$ cat src/rtl/fetch_stall_ctrl_if.sv
// Bus bundle between the fetch controller and its environment: stall unit
// hazard inputs, EX redirect, instruction memory port and IF/ID outputs.
interface fetch_stall_ctrl_if;
  logic        stall_req;
  logic [31:0] stall_pc;
  logic [31:0] stall_inst;
  logic        redirect_en;
  logic [31:0] redirect_pc;
  logic [31:0] imem_rdata;
  logic [31:0] imem_addr;
  logic [31:0] fd_inst;
  logic [31:0] fd_pc;
  logic        fd_valid;
  logic        de_bubble;
  logic [15:0] stall_count;
  logic        stall_err;

  // Controller side
  modport slave (
    input  stall_req, stall_pc, stall_inst, redirect_en, redirect_pc, imem_rdata,
    output imem_addr, fd_inst, fd_pc, fd_valid, de_bubble, stall_count, stall_err
  );

  // Pipeline / memory side
  modport master (
    output stall_req, stall_pc, stall_inst, redirect_en, redirect_pc, imem_rdata,
    input  imem_addr, fd_inst, fd_pc, fd_valid, de_bubble, stall_count, stall_err
  );
endinterface

$ cat src/rtl/fetch_stall_ctrl.sv
// Fetch-side PC and IF/ID register controller. Freezes the PC and re-presents
// the held instruction on load-use stalls, flushes IF/ID on EX redirects,
// and keeps saturating stall statistics for debug.
module fetch_stall_ctrl #(
  parameter logic [31:0] RESET_PC  = 32'h0000_0000,
  parameter logic [31:0] NOP_INST  = 32'h0000_0013,
  parameter int unsigned MAX_STALL = 4
) (
  input  logic              clk,
  input  logic              rst,
  fetch_stall_ctrl_if.slave bus
);

  localparam logic [0:0] ST_RUN   = 1'b0;
  localparam logic [0:0] ST_FLUSH = 1'b1;

  logic [31:0] pc_q, pc_d;
  logic [31:0] fd_inst_q, fd_inst_d;
  logic [31:0] fd_pc_q, fd_pc_d;
  logic        fd_valid_q, fd_valid_d;
  logic [0:0]  state_q, state_d;
  logic [7:0]  run_len_q, run_len_d;
  logic [15:0] stall_count_q, stall_count_d;
  logic        stall_err_q, stall_err_d;

  logic        eff_stall;
  logic [8:0]  run_len_inc;

  function automatic logic [7:0] sat_inc8(input logic [7:0] v);
    return (v == 8'hFF) ? v : v + 8'd1;
  endfunction

  function automatic logic [15:0] sat_inc16(input logic [15:0] v);
    return (v == 16'hFFFF) ? v : v + 16'd1;
  endfunction

  // A held NOP (fd_valid low) or the flush cycle cannot carry a hazard,
  // so stall requests are only honoured in RUN with a real instruction.
  always_comb begin
    eff_stall     = bus.stall_req & fd_valid_q & (state_q == ST_RUN);
    bus.de_bubble = bus.redirect_en | eff_stall;
  end

  // Next-state selection: redirect beats stall, stall beats normal fetch.
  always_comb begin
    pc_d          = pc_q;
    fd_inst_d     = fd_inst_q;
    fd_pc_d       = fd_pc_q;
    fd_valid_d    = fd_valid_q;
    state_d       = state_q;
    run_len_d     = 8'd0;
    stall_count_d = stall_count_q;
    stall_err_d   = stall_err_q;
    run_len_inc   = {1'b0, run_len_q} + 9'd1;

    if (bus.redirect_en) begin
      pc_d       = {bus.redirect_pc[31:2], 2'b00};
      fd_inst_d  = NOP_INST;
      fd_valid_d = 1'b0;
      state_d    = ST_FLUSH;
    end else if (eff_stall) begin
      fd_inst_d     = bus.stall_inst;
      fd_pc_d       = bus.stall_pc;
      run_len_d     = sat_inc8(run_len_q);
      stall_count_d = sat_inc16(stall_count_q);
      if (run_len_inc > 9'(MAX_STALL)) begin
        stall_err_d = 1'b1;
      end
    end else begin
      fd_inst_d  = bus.imem_rdata;
      fd_pc_d    = pc_q;
      fd_valid_d = 1'b1;
      pc_d       = pc_q + 32'd4;
      state_d    = ST_RUN;
    end
  end

  // State registers; reset overrides any in-flight stall or flush.
  always_ff @(posedge clk) begin
    if (rst) begin
      pc_q          <= RESET_PC;
      fd_inst_q     <= NOP_INST;
      fd_pc_q       <= 32'd0;
      fd_valid_q    <= 1'b0;
      state_q       <= ST_RUN;
      run_len_q     <= 8'd0;
      stall_count_q <= 16'd0;
      stall_err_q   <= 1'b0;
    end else begin
      pc_q          <= pc_d;
      fd_inst_q     <= fd_inst_d;
      fd_pc_q       <= fd_pc_d;
      fd_valid_q    <= fd_valid_d;
      state_q       <= state_d;
      run_len_q     <= run_len_d;
      stall_count_q <= stall_count_d;
      stall_err_q   <= stall_err_d;
    end
  end

  assign bus.imem_addr   = pc_q;
  assign bus.fd_inst     = fd_inst_q;
  assign bus.fd_pc       = fd_pc_q;
  assign bus.fd_valid    = fd_valid_q;
  assign bus.stall_count = stall_count_q;
  assign bus.stall_err   = stall_err_q;

endmodule
$ cat src/flat_wrapper.sv
// flat-port wrapper written by rule: the top's interface ports become plain ports
module fetch_stall_ctrl_flat 
#(
  parameter logic [31:0] RESET_PC  = 32'h0000_0000,
  parameter logic [31:0] NOP_INST  = 32'h0000_0013,
  parameter int unsigned MAX_STALL = 4
)
  (clk, rst, bus_stall_req, bus_stall_pc, bus_stall_inst, bus_redirect_en, bus_redirect_pc, bus_imem_rdata, bus_imem_addr, bus_fd_inst, bus_fd_pc, bus_fd_valid, bus_de_bubble, bus_stall_count, bus_stall_err);
  fetch_stall_ctrl_if bus_i ();
  input  logic clk;
  input  logic rst;
  input wire logic [$bits(bus_i.stall_req)-1:0] bus_stall_req;
  input wire logic [$bits(bus_i.stall_pc)-1:0] bus_stall_pc;
  input wire logic [$bits(bus_i.stall_inst)-1:0] bus_stall_inst;
  input wire logic [$bits(bus_i.redirect_en)-1:0] bus_redirect_en;
  input wire logic [$bits(bus_i.redirect_pc)-1:0] bus_redirect_pc;
  input wire logic [$bits(bus_i.imem_rdata)-1:0] bus_imem_rdata;
  output wire logic [$bits(bus_i.imem_addr)-1:0] bus_imem_addr;
  output wire logic [$bits(bus_i.fd_inst)-1:0] bus_fd_inst;
  output wire logic [$bits(bus_i.fd_pc)-1:0] bus_fd_pc;
  output wire logic [$bits(bus_i.fd_valid)-1:0] bus_fd_valid;
  output wire logic [$bits(bus_i.de_bubble)-1:0] bus_de_bubble;
  output wire logic [$bits(bus_i.stall_count)-1:0] bus_stall_count;
  output wire logic [$bits(bus_i.stall_err)-1:0] bus_stall_err;
  assign bus_i.stall_req = bus_stall_req;
  assign bus_i.stall_pc = bus_stall_pc;
  assign bus_i.stall_inst = bus_stall_inst;
  assign bus_i.redirect_en = bus_redirect_en;
  assign bus_i.redirect_pc = bus_redirect_pc;
  assign bus_i.imem_rdata = bus_imem_rdata;
  assign bus_imem_addr = bus_i.imem_addr;
  assign bus_fd_inst = bus_i.fd_inst;
  assign bus_fd_pc = bus_i.fd_pc;
  assign bus_fd_valid = bus_i.fd_valid;
  assign bus_de_bubble = bus_i.de_bubble;
  assign bus_stall_count = bus_i.stall_count;
  assign bus_stall_err = bus_i.stall_err;
  fetch_stall_ctrl #(.RESET_PC(RESET_PC), .NOP_INST(NOP_INST), .MAX_STALL(MAX_STALL)) u_core (.clk(clk), .rst(rst), .bus(bus_i));
endmodule
$ cat config.mk
export PLATFORM = sky130hd
export DESIGN_NAME = fetch_stall_ctrl_flat
export DESIGN_NICKNAME = d
export VERILOG_FILES = /design/src/rtl/fetch_stall_ctrl_if.sv /design/src/rtl/fetch_stall_ctrl.sv /design/src/flat_wrapper.sv
export SDC_FILE = /design/constraint.sdc
export NUM_CORES = 1
export LEC_CHECK = 0
export BUFFER_PORTS_ARGS = -buffer_cell sky130_fd_sc_hd__buf_2
export CORE_UTILIZATION = 37
export CTS_BUF_LIST = sky130_fd_sc_hd__clkbuf_16
export DETAILED_ROUTE_END_ITERATION = 8
export GPL_TIMING_DRIVEN = 0
export HOLD_SLACK_MARGIN = 0.02
export SLEW_MARGIN = 20
export SYNTH_ARGS = -nofsm -noshare
export SYNTH_HDL_FRONTEND = slang
export SYNTH_SLANG_ARGS = --single-unit
export TNS_END_PERCENT = 30
$ cat constraint.sdc
create_clock -name clk -period 3.6 [get_ports clk]
set_clock_uncertainty 0.1 [all_clocks]
set_input_delay 0.9 -clock clk [delete_from_list [all_inputs] [get_ports clk]]
set_output_delay 0.9 -clock clk [all_outputs]
set_load 0.01 [all_outputs]
## After elaboration in Yosys (flattened, before gate mapping)

Index checks and enable logic that the tools add are counted.

| storage, ports and cells | value |
|---|---|
| register bits after elaboration | 123 |
| bits of input ports | 132 |
| bits in read-only memories | 0 |
| bits in latches | 0 |
| word-level logic and storage cells | 34 |
| bits in writable memories | 0 |
| memories | 0 |

| cells by class | value |
|---|---|
| order comparisons | 1 |
| shift-type cells | 0 |
| muxes and demuxes | 6 |
| div/mod/pow operators | 0 |
| multiply operators | 0 |
| $add $sub $neg | 4 |
| reductions and logical operators | 4 |
| bitwise gates (word level) | 7 |
| eq/ne operators | 3 |

Operators with widths:

| kind | number |
|---|---|
| two-way mux 32 bit | 4 |
| adder 32 x 3 -> 32 bit, second input constant | 1 |
| adder 16 x 1 -> 16 bit, second input constant | 1 |
| == test 16 bit, second input constant | 1 |
| adder 8 x 1 -> 9 bit, second input constant | 1 |
| > comparator 9 x 3 -> 1 bit, second input constant | 1 |
| adder 8 x 1 -> 8 bit, second input constant | 1 |
| == test 8 bit, second input constant | 1 |
| AND reduction 3 bit | 2 |
| NOT 1 bit | 4 |
| OR reduction 3 bit | 1 |
| AND 1 bit | 2 |
| two-way mux 1 bit | 2 |
| != test 2 bit, second input constant | 1 |
| OR reduction 2 bit | 1 |
| OR 1 bit | 1 |

## Longest topological paths before layout

Gate-level depths: netlist (run 1).

| depth | value |
|---|---|
| depth after elaboration | 4 |
| depth in mapped cells | 6 |

## Worst setup path after synthesis (run 1)

No wires, ideal clock.

| timing path | value |
|---|---|
| path kind | input port to output port |
| start | input bus_stall_req |
| end | output bus_de_bubble |
| required time | 2.600 ns |
| path slack | 0.798 ns |
| path buffers | 2 |
| arrival | 1.802 ns |
| stages on the path | 4 |
| path through | nand3b_1 > clkbuf_1 > buf_1 > nand2_1 |

| on the way | value |
|---|---|
| cells in the longest elaborated chain, start to end | 3 |

Ends and longest elaborated chain:

| item | RTL line | RTL |
|---|---|---|
| start: declaration | flat_wrapper.sv:12 | `input wire logic [$bits(bus_i.stall_req)-1:0] bus_stall_req;` |
| AND 1 bit (2 in series) | fetch_stall_ctrl.sv:40 | `eff_stall = bus.stall_req & fd_valid_q & (state_q == ST_RUN);` |
| OR 1 bit | fetch_stall_ctrl.sv:41 | `bus.de_bubble = bus.redirect_en \| eff_stall;` |
| end: declaration | flat_wrapper.sv:22 | `output wire logic [$bits(bus_i.de_bubble)-1:0] bus_de_bubble;` |

No other way between the ends.

## Worst setup path after layout (run 1)

| timing path | value |
|---|---|
| start | input bus_redirect_en |
| end | output bus_de_bubble |

| on the way | value |
|---|---|
| cells in the longest elaborated chain, start to end | 1 |

Ends and longest elaborated chain:

| item | RTL line | RTL |
|---|---|---|
| start: declaration | flat_wrapper.sv:15 | `input wire logic [$bits(bus_i.redirect_en)-1:0] bus_redirect_en;` |
| OR 1 bit | fetch_stall_ctrl.sv:41 |  |

No other way between the ends.

==> metrics.txt, run 1 <==
# TYPE chip_impl_metric gauge
chip_impl_metric{name="timing.final.max_slew_violations",unit=""} 0
chip_impl_metric{name="req_time_crit_path",unit="ps"} 2600
chip_impl_metric{name="number_of_nets_at_the_end_of_the_flow",unit=""} 1105
chip_impl_metric{name="area_delta_synth_final",unit="%"} 36.05
chip_impl_info{name="result_of_the_run",value="complete, but fails checks"} 1
chip_impl_metric{name="worst-slew-pin-transition",unit="ps"} 936.5
chip_impl_info{name="cts_root_buffer",value="clkbuf_16"} 1
chip_impl_metric{name="clock_tree.buffer_depth",unit=""} 2
chip_impl_info{name="worst_hold_startpoint",value="u_core.bus.fd_pc[0]"} 1
chip_impl_metric{name="syn_inst",unit=""} 707
chip_impl_metric{name="synth-edff-count",unit=""} 0
chip_impl_metric{name="clk_pin_slew_worst_paths",unit="ps"} 50
chip_impl_info{name="cts_tree",value="built"} 1
chip_impl_metric{name="die_height",unit="um"} 125.6
chip_impl_metric{name="power_density_over_the_cells",unit="mW/mm2"} 464.8
chip_impl_info{name="synthMostInstantiatedCell",value="nand2_1"} 1
chip_impl_metric{name="finalWirelength",unit="um"} 19950
chip_impl_metric{name="finalHoldViolCount",unit=""} 0
chip_impl_metric{name="ios",unit=""} 247
chip_impl_metric{name="cap_viol_max_count",unit=""} 0
chip_impl_info{name="hold_path.class",value="reg2reg"} 1
chip_impl_metric{name="cts_post_setup_buffers_inserted",unit=""} 0
chip_impl_metric{name="setup_viol",unit=""} 0
chip_impl_metric{name="clock_latency",unit="ps"} 410
chip_impl_info{name="setup.worst_path.class",value="in2out"} 1
chip_impl_metric{name="post_cts_hold_buffer_count",unit=""} 0
chip_impl_metric{name="total_leakage_power",unit="nW"} 3.308
chip_impl_metric{name="die-area",unit="mm2"} 0.01577
chip_impl_info{name="ys_top_cells_by_count",value="152 x nand2_1, 121 x dfxtp_1, 62 x nor2_1"} 1
chip_impl_metric{name="dr.first_iter.drc_count",unit=""} 452
chip_impl_metric{name="drive_gt1_share",unit="%"} 29.23
chip_impl_metric{name="pin_count_of_the_biggest_net_entering_global_routing",unit=""} 17
chip_impl_metric{name="drt-vias-per-instance",unit=""} 5.383
chip_impl_metric{name="yosys_warnings",unit=""} 0
chip_impl_metric{name="synth_top_cell_area_share",unit="%"} 42.87
chip_impl_metric{name="netlist-cell-type-count",unit=""} 59
chip_impl_metric{name="drt.antenna.violating_nets",unit=""} 0
chip_impl_metric{name="filler_cell_count",unit=""} 1448
chip_impl_metric{name="syn-cell-area",unit="mm2"} 0.005650
chip_impl_metric{name="global_route_wire_length_before_repair",unit="um"} 30680
chip_impl_metric{name="vdd_drop_max",unit="V"} 0.0003187
chip_impl_metric{name="core_region_area",unit="mm2"} 0.01470
chip_impl_metric{name="port_buffers",unit=""} 242
chip_impl_info{name="dominantRegCellSynth",value="dfxtp_1"} 1
chip_impl_metric{name="start_util",unit="%"} 38.44
chip_impl_metric{name="final_area",unit="mm2"} 0.007687
chip_impl_metric{name="floorplan_row_count",unit=""} 44
chip_impl_metric{name="max_slew_margin",unit="%"} 36.99
chip_impl_metric{name="period_minus_slack",unit="ps"} 3453
chip_impl_info{name="start_kind",value="primary input"} 1
chip_impl_metric{name="postSynth.asyncResetShare",unit="%"} 0
chip_impl_metric{name="drcViolationCount",unit=""} 13
chip_impl_info{name="post-synth-top-area-cell",value="dfxtp_1"} 1
chip_impl_metric{name="crit_path_max_fanout",unit=""} 10
chip_impl_metric{name="dpl_cell_area",unit="mm2"} 0.007096
chip_impl_metric{name="globalRouteOverflowTotal",unit=""} 0
chip_impl_metric{name="htree_levels",unit=""} 4
chip_impl_info{name="grt_setup_unrepaired",value="no"} 1
chip_impl_metric{name="number_of_sinks_on_the_clock_net",unit=""} 121
chip_impl_metric{name="dp.final_hpwl",unit="um"} 14880
chip_impl_metric{name="antenna_violations_before_repair",unit=""} 3
chip_impl_metric{name="syn_avg_cell_area",unit="um2"} 7.992
chip_impl_metric{name="die_x",unit="um"} 125.6
chip_impl_metric{name="holdWs",unit="ps"} 371.6
chip_impl_metric{name="critPathArrivalTime",unit="ps"} 2450
chip_impl_info{name="failed_checks",value="DRC"} 1
chip_impl_metric{name="layout_worst_path_cycle_share",unit="%"} 95.91
chip_impl_metric{name="num_vias",unit=""} 6287
chip_impl_info{name="critPathLaunch",value="bus_redirect_en"} 1
chip_impl_metric{name="globalplace.congestion",unit=""} 0.8470
chip_impl_metric{name="synth.ff_latch_count",unit=""} 121
chip_impl_metric{name="grt_pass1_vias",unit=""} 5845
chip_impl_info{name="synth.top_cells.by_area",value="dfxtp_1 43%, nand2_1 10%, a311oi_1 6.0%"} 1
chip_impl_info{name="reg2reg_from",value="u_core.bus.imem_addr[8]"} 1
chip_impl_metric{name="reg2reg_setup_slack",unit="ps"} 1210
chip_impl_metric{name="synth.yosys.seq_area_share",unit="%"} 42.87
chip_impl_metric{name="cts_buffers",unit=""} 17
chip_impl_metric{name="setup_tns",unit="ps"} 0
chip_impl_metric{name="first_pass_iters",unit=""} 9
chip_impl_metric{name="fmaxAchievable",unit="MHz"} 289.6
chip_impl_metric{name="grt_util_all_layers",unit="%"} 25.07
chip_impl_info{name="kind_of_end_point_of_the_critical_path",value="output pin"} 1
chip_impl_metric{name="wl_per_cell",unit="um"} 17.08
-- stage by stage --
step	power (mW)	utilization, %	cells	setup WS, ps
after floorplan	1.684	-	708	798.2
after global placement	1.895	48.27	1134	137.3
after detailed placement	1.898	48.27	1134	104.9
after CTS	3.594	52.26	1166	96.76
after global routing	3.717	52.30	1168	25.55
final	3.573	52.30	1168	147.1
-- flip-flops by register name, summed over array words and instances (netlist names) --
| register | count |
|---|---|
| u_core.bus.fd_pc | 32 |
| u_core.bus.fd_valid | 1 |
| u_core.run_len_q | 8 |
| u_core.bus.stall_count | 16 |
| u_core.bus.fd_inst | 32 |
| u_core.bus.stall_err | 1 |
| u_core.state_q | 1 |
| u_core.bus.imem_addr | 30 |
-- final cells by class --
class	count	area, um2	area share, %
multi-input combinational	523	2974	38.69
sequential	121	2422	31.51
timing repair buffer	242	1211	15.76
clock buffer	17	425.4	5.534
tap	184	230.2	2.995
buffer	55	225.2	2.930
clock inverter	15	160.2	2.083
inverter	9	33.78	0.4395
antenna	2	5.005	0.06510
-- critical path, cell delays in order --
cell and delay, ps:
buf_2 150, clkinv_1 150, clkbuf_1 520, clkbuf_1 480, nand2_1 90, buf_2 160
-- cells by family (layout without fill, tap and decap cells) --
| family | Yosys count | in the layout | synth area share (%) |
|---|---|---|---|
| other | 1 | 4 | 0.06637 |
| AND/OR/NAND/NOR | 350 | 350 | 29.63 |
| buffers and inverters | 64 | 338 | 4.561 |
| multiplexers | 6 | 6 | 1.151 |
| AO/OA/AOI/OAI | 147 | 147 | 18.67 |
| adder cells (fa/ha/maj) | 4 | 4 | 0.8858 |
| XOR/XNOR | 14 | 14 | 2.170 |
| flip-flops | 121 | 121 | 42.87 |
-- timing repair --
action	in CTS	in global routing
gates resized for setup	0	2
setup endpoints to repair	0	1
hold endpoints to repair	0	0
-- path summary, 6_finish.rpt --
kind | endpoint | cells after the start
hold reg to reg | u_core.bus.fd_pc[0] | 1
hold / removal | u_core.bus.fd_pc[0] | 1
setup / recovery | bus_de_bubble | 6
setup reg to reg | u_core.bus.imem_addr[23] | 5
-- metal layers --
metal | up-vias | global-route usage, % | share of wire, %
met1 | 2887 | 31.16 | 42
met2 | 272 | 41.05 | 47
met3 | 26 | 7.274 | 8.9
met5 | - | 0 | 0
li1 | 3102 | - | -
met4 | 0 | 9.254 | 2.1
-- power breakdown --
group | switching, mW | internal (mW) | leakage [nW]
Combinational | 0.225 | 0.171 | 2.04
Clock | 0.630 | 1.07 | 0.271
Sequential | 0.0663 | 1.41 | 0.995
Total | 0.921 | 2.65 | 3.31
-- cells in the final DEF, fill, tap and decap left out, types with 9 or more instances in the layout --
| cell | count |
|---|---|
| buf_2 | 244 |
| nand2_1 | 152 |
| dfxtp_1 | 121 |
| nor2_1 | 62 |
| a21oi_1 | 46 |
| clkbuf_1 | 43 |
| a311oi_1 | 39 |
| nand3_1 | 23 |
| nand4_1 | 19 |
| nor3_1 | 18 |
| clkbuf_16 | 17 |
| a211oi_1 | 14 |
| and4_1 | 12 |
| or4_1 | 11 |
| inv_1 | 9 |
(Power assumes the default switching activity.)
==> inputs of run 2 (changes only) <==
--- a/config.mk
+++ b/config.mk
@@ -6,6 +6,7 @@
 export NUM_CORES = 1
 export LEC_CHECK = 0
 export BUFFER_PORTS_ARGS = -buffer_cell sky130_fd_sc_hd__buf_2
+export CORE_ASPECT_RATIO = 1.5
 export CORE_UTILIZATION = 37
 export CTS_BUF_LIST = sky130_fd_sc_hd__clkbuf_16
 export DETAILED_ROUTE_END_ITERATION = 8
==> metrics.txt, run 2 (same netlist as run 1, synthesis figures left out) <==
# TYPE chip_impl_metric gauge
chip_impl_metric{name="global_route_wire_length_before_repair",unit="um"} 30660
chip_impl_metric{name="setup_viol",unit=""} 0
chip_impl_metric{name="globalplace.congestion",unit=""} 0.8504
chip_impl_metric{name="drive_gt1_share",unit="%"} 29.53
chip_impl_metric{name="multi_input_gate_area",unit="mm2"} 0.002974
chip_impl_info{name="hold_path.class",value="reg2reg"} 1
chip_impl_info{name="layout_common_cells",value="244 x buf_2, 152 x nand2_1, 121 x dfxtp_1"} 1
chip_impl_info{name="cts_root_buffer",value="clkbuf_16"} 1
chip_impl_metric{name="die-area",unit="mm2"} 0.01578
chip_impl_metric{name="die_height",unit="um"} 153.4
chip_impl_metric{name="ios",unit=""} 247
chip_impl_metric{name="antenna_violations_before_repair",unit=""} 2
chip_impl_metric{name="floorplan_row_count",unit=""} 55
chip_impl_metric{name="final-seq-area",unit="mm2"} 0.002422
chip_impl_metric{name="pin_count_of_the_biggest_net_entering_global_routing",unit=""} 17
chip_impl_metric{name="final_area",unit="mm2"} 0.007749
chip_impl_info{name="grt_setup_unrepaired",value="no"} 1
chip_impl_metric{name="worst-slew-pin-transition",unit="ps"} 992.6
chip_impl_metric{name="max_slew_margin",unit="%"} 33.22
chip_impl_info{name="setup.worst_path.class",value="in2out"} 1
chip_impl_metric{name="grt_pass1_vias",unit=""} 5926
chip_impl_metric{name="totalPowerFinal",unit="mW"} 3.690
chip_impl_metric{name="first_pass_iters",unit=""} 5
chip_impl_metric{name="finalWirelength",unit="um"} 19940
chip_impl_info{name="mostFrequentLayoutCell",value="buf_2"} 1
chip_impl_metric{name="port_buffers",unit=""} 242
chip_impl_metric{name="clk_pin_slew_worst_paths",unit="ps"} 60
chip_impl_metric{name="pre_cts_ws",unit="ps"} 12.90
chip_impl_metric{name="drt.antenna.violating_nets",unit=""} 0
chip_impl_metric{name="grt_util_all_layers",unit="%"} 25.49
chip_impl_metric{name="critPathArrivalTime",unit="ps"} 2480
chip_impl_metric{name="drt-vias-per-instance",unit=""} 5.317
chip_impl_metric{name="start_util",unit="%"} 37.66
chip_impl_metric{name="cap_viol_max_count",unit=""} 0
chip_impl_metric{name="post_cts_hold_buffer_count",unit=""} 0
chip_impl_info{name="cts_tree",value="built"} 1
chip_impl_metric{name="post_cts_resized",unit=""} 0
chip_impl_info{name="result_of_the_run",value="finished, final reports clean"} 1
chip_impl_metric{name="layout_worst_path_cycle_share",unit="%"} 96.64
chip_impl_metric{name="num_vias",unit=""} 6290
chip_impl_metric{name="area_delta_synth_final",unit="%"} 37.13
chip_impl_metric{name="setup_tns",unit="ps"} 0
chip_impl_metric{name="drcViolationCount",unit=""} 0
chip_impl_metric{name="power_density_over_the_cells",unit="mW/mm2"} 476.2
chip_impl_metric{name="htree_levels",unit=""} 4
chip_impl_info{name="start_kind",value="primary input"} 1
chip_impl_metric{name="period_minus_slack",unit="ps"} 3479
chip_impl_metric{name="crit_path_max_fanout",unit=""} 10
chip_impl_metric{name="final_critical_path_setup_slack",unit="ps"} 121.0
chip_impl_metric{name="total_leakage_power",unit="nW"} 3.334
chip_impl_metric{name="cts_buffers",unit=""} 17
chip_impl_metric{name="vdd_drop_max",unit="V"} 0.0002679
chip_impl_metric{name="wl_per_cell",unit="um"} 16.85
chip_impl_metric{name="filler_cell_count",unit=""} 1597
chip_impl_metric{name="cts_post_setup_buffers_inserted",unit=""} 0
chip_impl_metric{name="dpl_cell_area",unit="mm2"} 0.007114
chip_impl_metric{name="core_region_area",unit="mm2"} 0.01500
chip_impl_metric{name="req_time_crit_path",unit="ps"} 2600
chip_impl_metric{name="number_of_sinks_on_the_clock_net",unit=""} 121
chip_impl_info{name="kind_of_end_point_of_the_critical_path",value="output pin"} 1
chip_impl_metric{name="clock_tree.buffer_depth",unit=""} 2
chip_impl_metric{name="die_x",unit="um"} 102.9
chip_impl_metric{name="number_of_nets_at_the_end_of_the_flow",unit=""} 1105
chip_impl_metric{name="clock_latency",unit="ps"} 410
chip_impl_metric{name="globalRouteOverflowTotal",unit=""} 0
chip_impl_metric{name="dp.final_hpwl",unit="um"} 15020
chip_impl_metric{name="finalHoldViolCount",unit=""} 0
chip_impl_metric{name="fmaxAchievable",unit="MHz"} 287.4
chip_impl_metric{name="timing.final.max_slew_violations",unit=""} 0
chip_impl_metric{name="dr.first_iter.drc_count",unit=""} 329
run 2: cell type report:
cell class	instances	area share, %
Sequential cell	121	31.26
Multi-Input combinational cell	523	38.38
Timing Repair Buffer	242	15.63
Clock buffer	17	5.490
Tap cell	199	3.213
Inverter	9	0.4360
Clock inverter	15	2.616
Buffer	55	2.907
Antenna cell	2	0.06459
run 2: path summary, 6_finish.rpt:
check	start	to	slack [ps]	cells after the start
setup reg to reg	u_core.bus.stall_count[11]	u_core.bus.stall_count[0]	1130	4
hold / removal	u_core.bus.fd_pc[0]	u_core.bus.fd_pc[0]	370	1
hold reg to reg	u_core.bus.fd_pc[0]	u_core.bus.fd_pc[0]	370	1
setup / recovery	bus_redirect_en	bus_de_bubble	120	6
run 2: routing by layer:
metal  GRT usage [%]  up-vias  wire length [um]
li1                -     3097                 -
met1           28.30     2949              7811
met2           46.19      216             10540
met3           6.081       28              1208
met4           8.719        0               380
met5               0        -                 0
run 2: worst max-delay path: stages:
cell and delay, ps:
buf_2 140, clkinv_1 150, clkbuf_1 510, clkbuf_1 490, nand2_1 110, buf_2 180
run 2: metrics by stage:
stage               util [%]  hold slack (ps)  std cells
global route           51.63            397.7       1182
detailed placement     47.42            357.2       1149
CTS                    51.61            373.8       1181
global placement       47.42            342.8       1149
floorplan                  -            395.3        708
finish                 51.65            374.2       1183
run 2: report_power, final:
| part | switching [mW] | internal, mW |
|---|---|---|
| clock | 0.663 | 1.16 |
| combinational | 0.222 | 0.171 |
| sequential | 0.0667 | 1.41 |
| total | 0.951 | 2.74 |
==> inputs of run 3 (changes only) <==
--- a/config.mk
+++ b/config.mk
@@ -5,6 +5,7 @@
 export SDC_FILE = /design/constraint.sdc
 export NUM_CORES = 1
 export LEC_CHECK = 0
+export ABC_AREA = 1
 export BUFFER_PORTS_ARGS = -buffer_cell sky130_fd_sc_hd__buf_2
 export CORE_ASPECT_RATIO = 1.5
 export CORE_UTILIZATION = 37
@@ -12,7 +13,7 @@
 export DETAILED_ROUTE_END_ITERATION = 8
 export GPL_TIMING_DRIVEN = 0
 export HOLD_SLACK_MARGIN = 0.02
-export SLEW_MARGIN = 20
+export SLEW_MARGIN = 0
 export SYNTH_ARGS = -nofsm -noshare
 export SYNTH_HDL_FRONTEND = slang
 export SYNTH_SLANG_ARGS = --single-unit
==> metrics.txt, run 3 <==
# TYPE chip_impl_metric gauge
chip_impl_info{name="result_of_the_run",value="finished, final reports clean"} 1
chip_impl_info{name="cts_root_buffer",value="clkbuf_16"} 1
chip_impl_metric{name="port_buffers",unit=""} 241
chip_impl_metric{name="total_leakage_power",unit="nW"} 4.147
chip_impl_info{name="dominantRegCellSynth",value="dfxtp_1"} 1
chip_impl_metric{name="drive_gt1_share",unit="%"} 25.08
chip_impl_metric{name="start_util",unit="%"} 37.68
chip_impl_metric{name="globalplace.congestion",unit=""} 0.9192
chip_impl_info{name="reg2reg_from",value="u_core.bus.imem_addr[3]"} 1
chip_impl_info{name="worst_hold_startpoint",value="u_core.bus.stall_err"} 1
chip_impl_metric{name="floorplan_row_count",unit=""} 57
chip_impl_metric{name="synth_top_cell_area_share",unit="%"} 39.70
chip_impl_metric{name="num_vias",unit=""} 6968
chip_impl_metric{name="pin_count_of_the_biggest_net_entering_global_routing",unit=""} 17
chip_impl_metric{name="layoutNonFillerInstCount",unit=""} 1420
chip_impl_info{name="grt_setup_unrepaired",value="no"} 1
chip_impl_metric{name="global_route_wire_length_before_repair",unit="um"} 34310
chip_impl_metric{name="timing.final.max_slew_violations",unit=""} 0
chip_impl_metric{name="drcViolationCount",unit=""} 0
chip_impl_metric{name="area_delta_synth_final",unit="%"} 33.65
chip_impl_metric{name="reg2reg_depth",unit=""} 12
chip_impl_metric{name="number_of_nets_at_the_end_of_the_flow",unit=""} 1336
chip_impl_metric{name="number_of_sinks_on_the_clock_net",unit=""} 121
chip_impl_metric{name="critPathArrivalTime",unit="ps"} 2190
chip_impl_metric{name="met1_usage",unit="%"} 31.31
chip_impl_metric{name="setup_viol",unit=""} 0
chip_impl_metric{name="antenna_violations_before_repair",unit=""} 2
chip_impl_info{name="setup.worst_path.class",value="in2out"} 1
chip_impl_metric{name="crit_path_max_fanout",unit=""} 10
chip_impl_metric{name="globalRouteOverflowTotal",unit=""} 0
chip_impl_metric{name="synth.ff_latch_count",unit=""} 121
chip_impl_metric{name="ios",unit=""} 247
chip_impl_metric{name="syn_avg_cell_area",unit="um2"} 6.497
chip_impl_metric{name="netlist-cell-type-count",unit=""} 41
chip_impl_metric{name="first_pass_iters",unit=""} 4
chip_impl_metric{name="req_time_crit_path",unit="ps"} 2600
chip_impl_metric{name="period_minus_slack",unit="ps"} 3186
chip_impl_metric{name="clk_pin_slew_worst_paths",unit="ps"} 60
chip_impl_metric{name="power_density_over_the_cells",unit="mW/mm2"} 432.2
chip_impl_metric{name="clock_latency",unit="ps"} 420
chip_impl_info{name="synthMostInstantiatedCell",value="nand2_1"} 1
chip_impl_metric{name="dp.cells",unit=""} 1387
chip_impl_metric{name="syn_inst",unit=""} 939
chip_impl_metric{name="postSynth.asyncResetShare",unit="%"} 0
chip_impl_metric{name="globalRouteMet2Util",unit="%"} 44.13
chip_impl_metric{name="die-area",unit="mm2"} 0.01702
chip_impl_metric{name="finalHoldViolCount",unit=""} 0
chip_impl_metric{name="post_cts_hold_buffer_count",unit=""} 0
chip_impl_info{name="mostFrequentLayoutCell",value="nand2_1"} 1
chip_impl_metric{name="core_region_area",unit="mm2"} 0.01619
chip_impl_metric{name="filler_cell_count",unit=""} 1706
chip_impl_info{name="kind_of_end_point_of_the_critical_path",value="output pin"} 1
chip_impl_info{name="min_to",value="u_core.bus.stall_err"} 1
chip_impl_metric{name="syn-cell-area",unit="mm2"} 0.006101
chip_impl_metric{name="max_slew_margin",unit="%"} 49.73
chip_impl_metric{name="layout_worst_path_cycle_share",unit="%"} 88.49
chip_impl_metric{name="dp.final_hpwl",unit="um"} 16950
chip_impl_metric{name="synth.yosys.seq_area_share",unit="%"} 39.70
chip_impl_metric{name="grt_pass1_vias",unit=""} 6502
chip_impl_info{name="layout_common_cells",value="268 x nand2_1, 249 x buf_2, 121 x nor2_1, 121 x dfxtp_1, 108 x inv_1"} 1
chip_impl_metric{name="vdd_drop_max",unit="V"} 0.0002371
chip_impl_metric{name="drt.antenna.violating_nets",unit=""} 0
chip_impl_metric{name="clock_tree.buffer_depth",unit=""} 2
chip_impl_info{name="grt_busiest_layer",value="met2"} 1
chip_impl_metric{name="synth-edff-count",unit=""} 0
chip_impl_info{name="cts_tree",value="built"} 1
chip_impl_metric{name="grt_util_met3",unit="%"} 5.199
chip_impl_metric{name="hold-path-cell-count",unit=""} 2
chip_impl_metric{name="yosys_warnings",unit=""} 0
chip_impl_metric{name="grt_util_all_layers",unit="%"} 26.39
chip_impl_info{name="ys_top_cells_by_count",value="268 x nand2_1, 121 x dfxtp_1, 121 x nor2_1"} 1
chip_impl_metric{name="wl_per_cell",unit="um"} 15.65
chip_impl_info{name="start_kind",value="primary input"} 1
chip_impl_metric{name="finalWirelength",unit="um"} 22230
chip_impl_info{name="endpoint_of_the_lowest_slack_register_to_register_path",value="u_core.bus.imem_addr[26]"} 1
chip_impl_metric{name="cts_buffers",unit=""} 17
chip_impl_metric{name="drt-vias-per-instance",unit=""} 4.907
chip_impl_metric{name="dr.first_iter.drc_count",unit=""} 330
chip_impl_metric{name="reg2reg_setup_slack",unit="ps"} 1530
chip_impl_info{name="post-synth-top-area-cell",value="dfxtp_1"} 1
chip_impl_metric{name="htree_levels",unit=""} 4
chip_impl_metric{name="fmaxAchievable",unit="MHz"} 313.9
chip_impl_metric{name="cap_viol_max_count",unit=""} 0
chip_impl_metric{name="die_x",unit="um"} 106.8
chip_impl_info{name="synth.top_cells.by_area",value="dfxtp_1 40%, nand2_1 16%, nor2_1 7.4%"} 1
chip_impl_metric{name="setup_tns",unit="ps"} 0
chip_impl_metric{name="cts_post_setup_buffers_inserted",unit=""} 0
chip_impl_metric{name="die_height",unit="um"} 159.3
chip_impl_info{name="hold_path.class",value="reg2reg"} 1
chip_impl_metric{name="post_cts_resized",unit=""} 0
chip_impl_metric{name="worst-slew-pin-transition",unit="ps"} 754.0
## run 3: per-stage QoR
| stage | setup slack, ps | utilization [%] | hold slack (ps) | area (um2) | total power, mW |
|---|---|---|---|---|---|
| after detailed placement | 419.9 | 46.75 | 363.2 | 7569 | 1.837 |
| after global routing | 352.0 | 50.37 | 388.6 | 8154 | 3.657 |
| final | 414.3 | 50.37 | 364.8 | 8154 | 3.524 |
| after global placement | 422.5 | 46.75 | 360.2 | 7569 | 1.835 |
| after floorplan | 988.3 | - | 374.0 | 6105 | 1.637 |
| after CTS | 419.3 | 50.34 | 372.4 | 8149 | 3.552 |
## run 3: worst max path at each step
stage                  start       endpoint  slack (ps)  cells past startpoint
2_1_floorplan  bus_stall_req  bus_de_bubble         990                      5
3_3_place_gp   bus_stall_req  bus_de_bubble         420                      7
3_5_place_dp   bus_stall_req  bus_de_bubble         420                      7
4_1_cts        bus_stall_req  bus_de_bubble         420                      7
5_1_grt        bus_stall_req  bus_de_bubble         350                      7
6_report       bus_stall_req  bus_de_bubble         410                      7
## run 3: cells by family after synthesis
family / Yosys count / share of synthesized area [%]
compound gates: 135 / 12.18
flops: 121 / 39.70
xor+xnor: 13 / 1.866
simple gates: 511 / 35.36
other cells: 1 / 0.06147
buf+inv: 154 / 10.01
fa+ha+maj: 4 / 0.8204
## run 3: final cells by class
class	count	area [um2]	share of cell area (%)
clock buffer	17	425.4	5.217
timing repair buffer	241	1206	14.79
multi-input combinational	665	3072	37.67
sequential	121	2422	29.71
antenna	2	5.005	0.06138
buffer	40	182.7	2.240
clock inverter	14	155.1	1.903
tap	206	257.7	3.161
inverter	114	427.9	5.248
## run 3: layer usage
layer | share of wire, % | wire, um | vias up
li1 | - | - | 3512
met1 | 41 | 9069 | 3134
met2 | 49 | 10900 | 256
met3 | 5.7 | 1276 | 66
met4 | 4.4 | 976 | 0
met5 | 0 | 0 | -
## run 3: report_power, final
part           total [mW]  leakage, nW  internal, mW  switching [mW]
sequential           1.44        0.989          1.39          0.0434
clock                1.71        0.286          1.08           0.637
combinational       0.374         2.87         0.147           0.228
total                3.52         4.15          2.62           0.908
## run 3: critical path, cell delays in order
cell     delay [ps]
buf_2            70
nand2_1          60
nor2_2          170
nor2_2           90
inv_2           190
buf_1           460
buf_2           230
